**config.mk**
```make
export PLATFORM = sky130hd
export DESIGN_NAME = regfile_bypass_sb
export DESIGN_NICKNAME = d
export VERILOG_FILES = /design/src/rtl/regfile_bypass_sb_pkg.sv /design/src/rtl/regfile_bypass_sb_scoreboard.sv /design/src/rtl/regfile_bypass_sb.sv
export SDC_FILE = /design/constraint.sdc
export NUM_CORES = 2
export LEC_CHECK = 0
export BUFFER_PORTS_ARGS = -buffer_cell sky130_fd_sc_hd__buf_2
export CORE_ASPECT_RATIO = 1.4
export CORE_MARGIN = 10
export CORE_UTILIZATION = 35
export CTS_BUF_LIST = sky130_fd_sc_hd__clkbuf_4 sky130_fd_sc_hd__clkbuf_8
export DETAILED_ROUTE_END_ITERATION = 12
export PLACE_DENSITY_LB_ADDON = 0.1
export SLEW_MARGIN = 20
export SYNTH_ARGS = -nofsm -noshare
export SYNTH_HDL_FRONTEND = slang
export SYNTH_SLANG_ARGS = --single-unit
```
**constraint.sdc**
```tcl
create_clock -name clk -period 7.2 [get_ports clk]
set_input_delay 1.44 -clock clk [delete_from_list [all_inputs] [get_ports clk]]
set_output_delay 1.44 -clock clk [all_outputs]
set_load 0.005 [all_outputs]
```
**src/rtl/regfile_bypass_sb_pkg.sv**
```systemverilog
// Shared definitions for the RV32I register file and its hazard scoreboard.
package rv_pkg;

    localparam int unsigned XLEN_DEFAULT = 32;
    localparam int unsigned NREG_DEFAULT = 32;
    localparam int unsigned REG_IDX_W    = $clog2(NREG_DEFAULT);

    typedef logic [REG_IDX_W-1:0] reg_idx_t;

    localparam reg_idx_t REG_ZERO = '0;

endpackage

```
**src/rtl/regfile_bypass_sb_scoreboard.sv**
```systemverilog
// Per-register pending scoreboard: tracks in-flight producers and flags RAW hazards to decode.
module rf_scoreboard
    import rv_pkg::*;
#(
    parameter int unsigned NREG     = NREG_DEFAULT,
    parameter int unsigned ZERO_REG = 1,
    parameter int unsigned BYPASS   = 1,
    localparam int unsigned IDX_W   = $clog2(NREG),
    localparam int unsigned CNT_W   = $clog2(NREG) + 1
) (
    input  logic             clk,
    input  logic             rst,
    input  logic [IDX_W-1:0] rs1_addr,
    input  logic [IDX_W-1:0] rs2_addr,
    output logic             rs1_busy,
    output logic             rs2_busy,
    input  logic             wr_en,
    input  logic [IDX_W-1:0] wr_addr,
    input  logic             iss_en,
    input  logic [IDX_W-1:0] iss_rd,
    output logic [CNT_W-1:0] pend_cnt
);

    logic [NREG-1:0] pend;
    logic [NREG-1:0] pend_nxt;

    // Next pending vector: a new issue supersedes a retiring writeback to the same register.
    always_comb begin
        pend_nxt = pend;
        for (int r = 0; r < NREG; r++) begin
            if (iss_en && (iss_rd == IDX_W'(r))) begin
                pend_nxt[r] = 1'b1;
            end else if (wr_en && (wr_addr == IDX_W'(r))) begin
                pend_nxt[r] = 1'b0;
            end
        end
        if (ZERO_REG != 0) begin
            pend_nxt[0] = 1'b0;
        end
    end

    // Pending vector and its popcount, both cleared by reset.
    always_ff @(posedge clk) begin
        if (rst) begin
            pend     <= '0;
            pend_cnt <= '0;
        end else begin
            pend     <= pend_nxt;
            pend_cnt <= CNT_W'($countones(pend_nxt));
        end
    end

    // A producer retiring this cycle satisfies the read only when it can be forwarded.
    always_comb begin
        rs1_busy = pend[rs1_addr] && !((BYPASS != 0) && wr_en && (wr_addr == rs1_addr));
        rs2_busy = pend[rs2_addr] && !((BYPASS != 0) && wr_en && (wr_addr == rs2_addr));
    end

endmodule

```
**src/rtl/regfile_bypass_sb.sv**
```systemverilog
// Integer register file with 2 combinational reads, 1 synchronous write, optional bypass and a hazard scoreboard.
module regfile_bypass_sb
    import rv_pkg::*;
#(
    parameter int unsigned XLEN     = XLEN_DEFAULT,
    parameter int unsigned NREG     = NREG_DEFAULT,
    parameter int unsigned ZERO_REG = 1,
    parameter int unsigned BYPASS   = 1,
    localparam int unsigned IDX_W   = $clog2(NREG),
    localparam int unsigned CNT_W   = $clog2(NREG) + 1
) (
    input  logic             clk,
    input  logic             rst,
    input  logic [IDX_W-1:0] rs1_addr,
    input  logic [IDX_W-1:0] rs2_addr,
    output logic [XLEN-1:0]  rd_data1,
    output logic [XLEN-1:0]  rd_data2,
    output logic             rs1_busy,
    output logic             rs2_busy,
    input  logic             wr_en,
    input  logic [IDX_W-1:0] wr_addr,
    input  logic [XLEN-1:0]  wr_data,
    input  logic             iss_en,
    input  logic [IDX_W-1:0] iss_rd,
    output logic [CNT_W-1:0] pend_cnt
);

    localparam logic [IDX_W-1:0] ZERO_IDX = IDX_W'(REG_ZERO);

    logic [XLEN-1:0] regs [NREG];
    logic            wr_ok;

    assign wr_ok = wr_en && !((ZERO_REG != 0) && (wr_addr == ZERO_IDX));

    // Architectural register array; x0 is never written when hardwired.
    always_ff @(posedge clk) begin
        if (rst) begin
            for (int i = 0; i < NREG; i++) begin
                regs[i] <= '0;
            end
        end else if (wr_ok) begin
            regs[wr_addr] <= wr_data;
        end
    end

    // Read port 1: hardwired zero, then same-cycle forward, then array.
    always_comb begin
        rd_data1 = regs[rs1_addr];
        if ((ZERO_REG != 0) && (rs1_addr == ZERO_IDX)) begin
            rd_data1 = '0;
        end else if ((BYPASS != 0) && wr_en && (wr_addr == rs1_addr)) begin
            rd_data1 = wr_data;
        end
    end

    // Read port 2: same priority as port 1.
    always_comb begin
        rd_data2 = regs[rs2_addr];
        if ((ZERO_REG != 0) && (rs2_addr == ZERO_IDX)) begin
            rd_data2 = '0;
        end else if ((BYPASS != 0) && wr_en && (wr_addr == rs2_addr)) begin
            rd_data2 = wr_data;
        end
    end

    rf_scoreboard #(
        .NREG     (NREG),
        .ZERO_REG (ZERO_REG),
        .BYPASS   (BYPASS)
    ) u_sb (
        .clk      (clk),
        .rst      (rst),
        .rs1_addr (rs1_addr),
        .rs2_addr (rs2_addr),
        .rs1_busy (rs1_busy),
        .rs2_busy (rs2_busy),
        .wr_en    (wr_en),
        .wr_addr  (wr_addr),
        .iss_en   (iss_en),
        .iss_rd   (iss_rd),
        .pend_cnt (pend_cnt)
    );

endmodule

```
== Word level (Yosys, flattened, before mapping) ==
Memories as Yosys holds them, arrays and structs flattened.
Cells that the tools add are included.
Widths: inputs -> output; s select.
Cells by class
  $add $sub $neg: 30
  multipliers: 0
  div/mod/pow operators: 0
  $lt $le $gt $ge: 2
  equal/unequal tests: 64
  shift operators: 0
  multiplexer cells: 78
  bitwise gates (word level): 0
  reductions and logical operators: 74
Operators by type and width (number)
  $eq 5x5->1 const B: 32
  $mux 32: 5
  $add 6x6->6: 14
  $eq 5x4->1 const B: 16
  $mux 1: 70
  $logic_and 1x1->1: 67
  $eq 5x3->1 const B: 8
  $reduce_or 32->1: 1
  $add 1x1->2: 15
  $eq 5x2->1 const B: 4
  $logic_not 5->1: 3
  $lt 5x6->1 const B: 2
  $bmux 1 s5: 2
  $eq 5x1->1 const B: 2
  $eq 5x5->1: 2
  $add 1x6->6: 1
  $mux 5: 1
  $logic_not 1->1: 3
Word-level totals
  flip-flop bits (word level): 38
  latch bits: 0
  memory bits (writable): 1024
  bits in read-only memories: 0
  bits of input ports: 56
  output and inout port bits: 72
  memories: 1
Memory list
  regs: words 32, bits a word 32, read ports 2, clocked after memory_dff 0, wr ports 32, RTL line regfile_bypass_sb.sv:30  | logic [XLEN-1:0] regs [NREG];

== Longest topological paths before layout ==
  depth in word-level cells: 9
  gate-level depth with buffers: 24

== By module ==
Synthesis repeated with hierarchy kept, for this count alone.
Second synthesis, totals
  cells, all modules: 4115
  area total of the unflattened synthesis: 58055.7 µm²
Modules (own cells, without submodules)
  regfile_bypass_sb: times used 1, cells each 3802, area an instance 55061.6 µm², seq. area each 30749.5 µm²
  rf_scoreboard: times used 1, cells each 313, area an instance 2994.1 µm², seq. area each 740.7 µm²

== Worst setup path before layout ==
No wires, ideal clock.
  kind: input to register
  start point: in wr_addr[3]
  end point: reg u_sb.pend_cnt[4]
  setup time: 124 ps
  data arrival time: 6681 ps
  data required time: 7076 ps
  slack: 394 ps
  stages: 24
  path buffers: 2
  cell sequence: buf_2 inv_1 or3_1 clkbuf_1 o21ai_0 o21ai_0 ha_1 inv_1 fa_1 inv_1 fa_1 inv_1 fa_1 inv_1 fa_1 inv_1 fa_1 inv_1 ha_1 fa_1 a21o_1 a21oi_1 xor2_1 nor2_1
Between the ends
  word-level cells in the longest chain between the ends: 9
  elaborated cells between the ends (all ways): 154
  classes of those cells: 30 x add/sub; 31 x eq/ne; 62 x mux; 31 x reduce/logical
Ends and longest elaborated chain
  from (decl): RTL line regfile_bypass_sb.sv:21  | input logic [IDX_W-1:0] wr_addr,
  $eq 5x4->1: RTL line regfile_bypass_sb_scoreboard.sv:33  | end else if (wr_en && (wr_addr == IDX_W'(r))) begin
  $logic_and 1x1->1: RTL line regfile_bypass_sb_scoreboard.sv:33
  $mux 1: RTL line regfile_bypass_sb_scoreboard.sv:33
  $mux 1: RTL line regfile_bypass_sb_scoreboard.sv:31  | if (iss_en && (iss_rd == IDX_W'(r))) begin
  net u_sb.pend_nxt[9]: RTL line regfile_bypass_sb_scoreboard.sv:25  | logic [NREG-1:0] pend_nxt;
  $add 1x1->2 (not written as such): RTL line regfile_bypass_sb_scoreboard.sv:49  | pend_cnt <= CNT_W'($countones(pend_nxt));
  $add 6x6->6 (not written as such) (4 in series): RTL line regfile_bypass_sb_scoreboard.sv:49
  to (signal assigned): RTL line regfile_bypass_sb_scoreboard.sv:49
  to (decl): RTL line regfile_bypass_sb_scoreboard.sv:21  | output logic [CNT_W-1:0] pend_cnt
The timed path passes the listed nets, and every way through them passes these cells.
A chain may end at the register's enable or synchronous reset.

== Worst setup path after layout ==
  start point: in rs1_addr[1]
  end point: out rd_data1[20]
Between the ends
  word-level cells in the longest chain between the ends: 4
  elaborated cells between the ends (all ways): 6
  classes of those cells: 1 x eq/ne; 2 x mux; 2 x reduce/logical; 1 x memory
Ends and longest elaborated chain
  from (decl): RTL line regfile_bypass_sb.sv:14  | input logic [IDX_W-1:0] rs1_addr,
  branches (longest 3 deep; another with $mem_v2 32x32)
  $mux 32 *: RTL line regfile_bypass_sb.sv:49  | if ((ZERO_REG != 0) && (rs1_addr == ZERO_IDX)) begin
  to (decl): RTL line regfile_bypass_sb.sv:16  | output logic [XLEN-1:0] rd_data1,
Mark *: on every way between the ends.

==> results_tabular.tex <==
\begin{tabular}{lr}
\hline
Metric & Value \\
\hline
\multicolumn{2}{l}{\textbf{Finish}} \\
\quad Proportion of layout cells with a drive suffix above 1 & 0.277 \\
\quad Commonest cells after routing, fill and taps aside & 1024 x sky130\_fd\_sc\_hd\_\_edfxtp\_1, 903 x sky130\_fd\_sc\_hd\_\_and2\_1, 414 x sky130\_fd\_sc\_hd\_\_mux4\_2, 226 x sky130\_fd\_sc\_hd\_\_buf\_4, 193 x sky130\_fd\_sc\_hd\_\_clkbuf\_8 \\
\quad Total number of nets in the final design & 4451 \\
\quad Final Cell Area & between 0.06 and 0.07 mm2 \\
\quad Most common library cell in the layout ignoring fill and taps & sky130\_fd\_sc\_hd\_\_edfxtp\_1 \\
\quad Area growth syn-to-layout & 12.1\% \\
\quad Post-layout utilization of the core & 0.396 \\
\multicolumn{2}{l}{\textbf{Global routing}} \\
\quad Global Route Usage Sum & 0.265 \\
\quad Remaining Overflow, GRT & 0 \\
\quad Number of antenna violations at the first check in global routing & 31 \\
\quad Via count of the first global-routing pass & slightly above 40000 \\
\quad First-pass GRT wire length & between 300 and 400 mm \\
\quad Maximum number of pins on one net before global-route repair & between 60 and 70 \\
\multicolumn{2}{l}{\textbf{Timing}} \\
\quad Aggregate negative setup slack & 0 ns \\
\quad Least-Margin Pin Slew & around 1.2 ns \\
\quad Slew Limit Fails & 0 \\
\quad Fin Clk Skew & 0.0238 ns \\
\quad Worst slew slack as a fraction of its limit & 0.182 \\
\quad Worst hold slack after final layout & approximately 0.7 ns \\
\quad Setup repair after global routing missed its margin & no \\
\quad Final setup vio count & 0 \\
\quad Minimum clock period after layout & $\sim$6.3 ns \\
\quad Highest achievable clock rate & around 0.16 GHz \\
\quad Hold Violations, Final & 0 \\
\quad Final critical-path share of the clock period & 0.880 \\
\multicolumn{2}{l}{\textbf{Die}} \\
\quad Std-Cell Core Area & 0.167 mm2 \\
\quad Initial core utilization & 0.353 \\
\quad Die Span X & about 370 um \\
\quad Die Area & about 0.19 mm2 \\
\quad Row count & between 150 and 200 \\
\quad Vertical extent of the die & $\sim$500 um \\
\quad \# IOs & 128 \\
\multicolumn{2}{l}{\textbf{Clock network}} \\
\quad Clock root buffer & sky130\_fd\_sc\_hd\_\_clkbuf\_8 \\
\quad Bufs on Longest Clock Path & 3 \\
\quad Clock net sink count & around 1100 \\
\quad Clock Latency Late Sink & 0.94 ns \\
\quad Clock H-tree levels & 4 \\
\quad Clock buffers created by TritonCTS & roughly 180 \\
\quad Setup Fix Bufs, Post-CTS & 0 \\
\quad Post\_cts resized & 0 \\
\quad Clock transition at path regs & 0.06 ns \\
\quad CTS tree & yes \\
\quad Cts-stage hold buffer count & 0 \\
\multicolumn{2}{l}{\textbf{Logic synthesis}} \\
\quad Async S/R FF share, synth & 0 \\
\quad Total number of yosys warnings & 0 \\
\quad Count of cell types in the netlist & 70 \\
\quad Number of enable flip-flop cells after synthesis & a little over 1000 \\
\quad Mapped Avg Cell Area & 13.9 um2 \\
\quad Seq cells post-synth & 1061 \\
\quad Proportion of synthesized chip area in sequential cells & 0.535 \\
\quad Most common flop cell mapped by yosys & sky130\_fd\_sc\_hd\_\_edfxtp\_1 \\
\quad Mapped Area & 0.0588 mm2 \\
\quad Cell count after synthesis & 4221 \\
\multicolumn{2}{l}{\textbf{Setup path}} \\
\quad R2R Path Start & u\_sb.pend[9] \\
\quad Capture instance of the worst register-to-register path & u\_sb.pend\_cnt[4] \\
\quad Reg-to-reg slack, setup & about 2.1 ns \\
\quad Reg2Reg Depth & 20 \\
\quad Maximum net fanout on the critical path & 39 \\
\quad Crit path kind & in2out \\
\quad Data arrival time of the worst path & 4.90 ns \\
\quad Category of the worst setup path capture point & output port \\
\quad Req. time, crit path & approximately 5.8 ns \\
\quad Kind of start point of the critical path & input port \\
\multicolumn{2}{l}{\textbf{Power}} \\
\quad Switching share of power & 0.278 \\
\quad Comb power frac & 0.140 \\
\quad Net switching component of the power & between 0.004 and 0.005 W \\
\quad Internal Power & $\sim$0.011 W \\
\quad Peak ir drop on the vdd network & approximately 0.16 mV \\
\quad Ratio of total power to cell area & 226 mW/mm2 \\
\quad Portion of total power attributed to sequential cells & 0.487 \\
\quad Share of power burned in the clock network & 0.373 \\
\quad Post-layout total power & between 0.01 and 0.015 W \\
\quad Leak pwr & approximately 23 nW \\
\multicolumn{2}{l}{\textbf{Routing}} \\
\quad Routed vias/inst & a little under 6 \\
\quad DRC violation count after routing & 0 \\
\quad Initial DRC Count & around 4400 \\
\quad Number of vias in the routed layout & 40200 \\
\quad Number of nets with antenna violations after routing & 0 \\
\quad TritonRoute pass-1 iters & 6 \\
\quad Total wirelength of the detailed-routed design & between 200 and 300 mm \\
\quad Routed WL per cell & between 30 and 40 um \\
\multicolumn{2}{l}{\textbf{Placement}} \\
\quad Post-DP Area & between 0.06 and 0.07 mm2 \\
\quad GP Congestion & 0.867 \\
\quad Number of buffer cells added on primary ports & around 130 \\
\quad Dpl hpwl & between 150 and 200 mm \\
\multicolumn{2}{l}{\textbf{Min path}} \\
\quad Worst Hold End & u\_sb.pend[27] \\
\quad Hold path start & u\_sb.pend[27] \\
\quad Count of cells along the worst hold path & 3 \\
\quad Worst min path class & reg2reg \\
\multicolumn{2}{l}{\textbf{Run status}} \\
\quad Outcome & finished, final reports clean \\
\multicolumn{2}{l}{\textbf{Run}} \\
\quad Maximum Capacitance Violations & 0 \\
\hline
\end{tabular}
[routing by layer]
metal  global-route usage  wire, um  vias to the layer above
li1                     -         -                    16300
met3               0.0461     18000                      444
met4                0.104     10500                        8
met2                0.450    123000                     1915
met1                0.333     99100                    21500
met5                    0        62                        -
[Yosys cell counts (all sizes together) (10+ instances only)]
cell type | count | share of area
a2111oi | 30 | 0.0046
a211oi | 60 | 0.0077
a21oi | 19 | 0.0016
a221o | 18 | 0.0031
a221oi | 56 | 0.0084
a22o | 11 | 0.0016
a22oi | 45 | 0.0057
a31oi | 10 | 0.0011
and2 | 903 | 0.096
buf | 156 | 0.020
clkbuf | 291 | 0.019
dfxtp | 37 | 0.013
edfxtp | 1024 | 0.52
fa | 25 | 0.0085
ha | 23 | 0.0049
inv | 62 | 0.0040
mux2 | 96 | 0.018
mux2i | 178 | 0.030
mux4 | 414 | 0.16
nand2 | 59 | 0.0038
nand2b | 15 | 0.0016
nand3 | 12 | 0.0011
nor2 | 131 | 0.0084
nor2b | 84 | 0.0089
nor3 | 145 | 0.012
nor4 | 28 | 0.0030
o21ai | 97 | 0.0083
o22ai | 61 | 0.0065
or2 | 37 | 0.0039
xnor2 | 11 | 0.0018
[through the flow]
stage                     std cells  worst slack [ns]
after floorplan                4252             0.394
after detailed placement       6403             0.220
after CTS                      6724             0.909
final                          6735             0.864
after global placement         6403             0.168
after global routing           6725             0.859
[sequential cells by signal (all words and copies together), names as in the netlist]
signal,cells
regs,1024
u_sb.pend,31
u_sb.pend_cnt,6
[worst max-delay path, stage by stage]
cell and delay [ns]:
sky130_fd_sc_hd__buf_8 0.43, sky130_fd_sc_hd__buf_4 0.61, sky130_fd_sc_hd__nand2_1 0.52, sky130_fd_sc_hd__nor2_1 0.46
sky130_fd_sc_hd__buf_4 0.23, sky130_fd_sc_hd__a22o_1 0.22, sky130_fd_sc_hd__a221oi_1 0.19, sky130_fd_sc_hd__a31oi_1 0.49
sky130_fd_sc_hd__buf_2 0.20
[how the worst max path moves through the flow]
stage,start,end,slack [ns],cells after the start
global placement,wr_en,u_sb.pend_cnt[4],0.17,23
global route,rs1_addr[0],rd_data1[25],0.86,8
detailed placement,wr_en,u_sb.pend_cnt[4],0.22,23
finish,rs1_addr[1],rd_data1[20],0.86,9
CTS,rs1_addr[1],rd_data1[20],0.91,9
floorplan,wr_addr[3],u_sb.pend_cnt[4],0.39,24
[layout make-up]
cell class | instances | area, um2
timing repair buffer | 361 | 2590
antenna | 11 | 27.5
inverter | 62 | 233
multi-input combinational | 2682 | 25300
clock inverter | 79 | 500
tap | 2237 | 2800
clock buffer | 242 | 3020
fill | 15800 | 101000
sequential | 1061 | 31500
[power groups by stage]
stage | clock [W] | sequential [W] | combinational (W)
6_report | 0.00556 | 0.00727 | 0.00209
5_1_grt | 0.00590 | 0.00730 | 0.00217
4_1_cts | 0.00565 | 0.00726 | 0.00209
3_5_place_dp | 0 | 0.00739 | 0.00208
3_3_place_gp | 0 | 0.00738 | 0.00208
2_1_floorplan | 0 | 0.00732 | 0.00120
[cells by family (layout without fill, tap and decap cells)]
kind of cell	after synthesis	after routing	synth area share
mux	688	688	0.207
flops	1061	1061	0.535
buf+inv	509	744	0.0429
simple gates	1450	1450	0.144
compound gates	451	451	0.0550
other cells	1	43	0.0000638
xor+xnor	13	13	0.00206
fa+ha+maj	48	48	0.0134
Note: power is estimated with default switching activity, not from simulation.
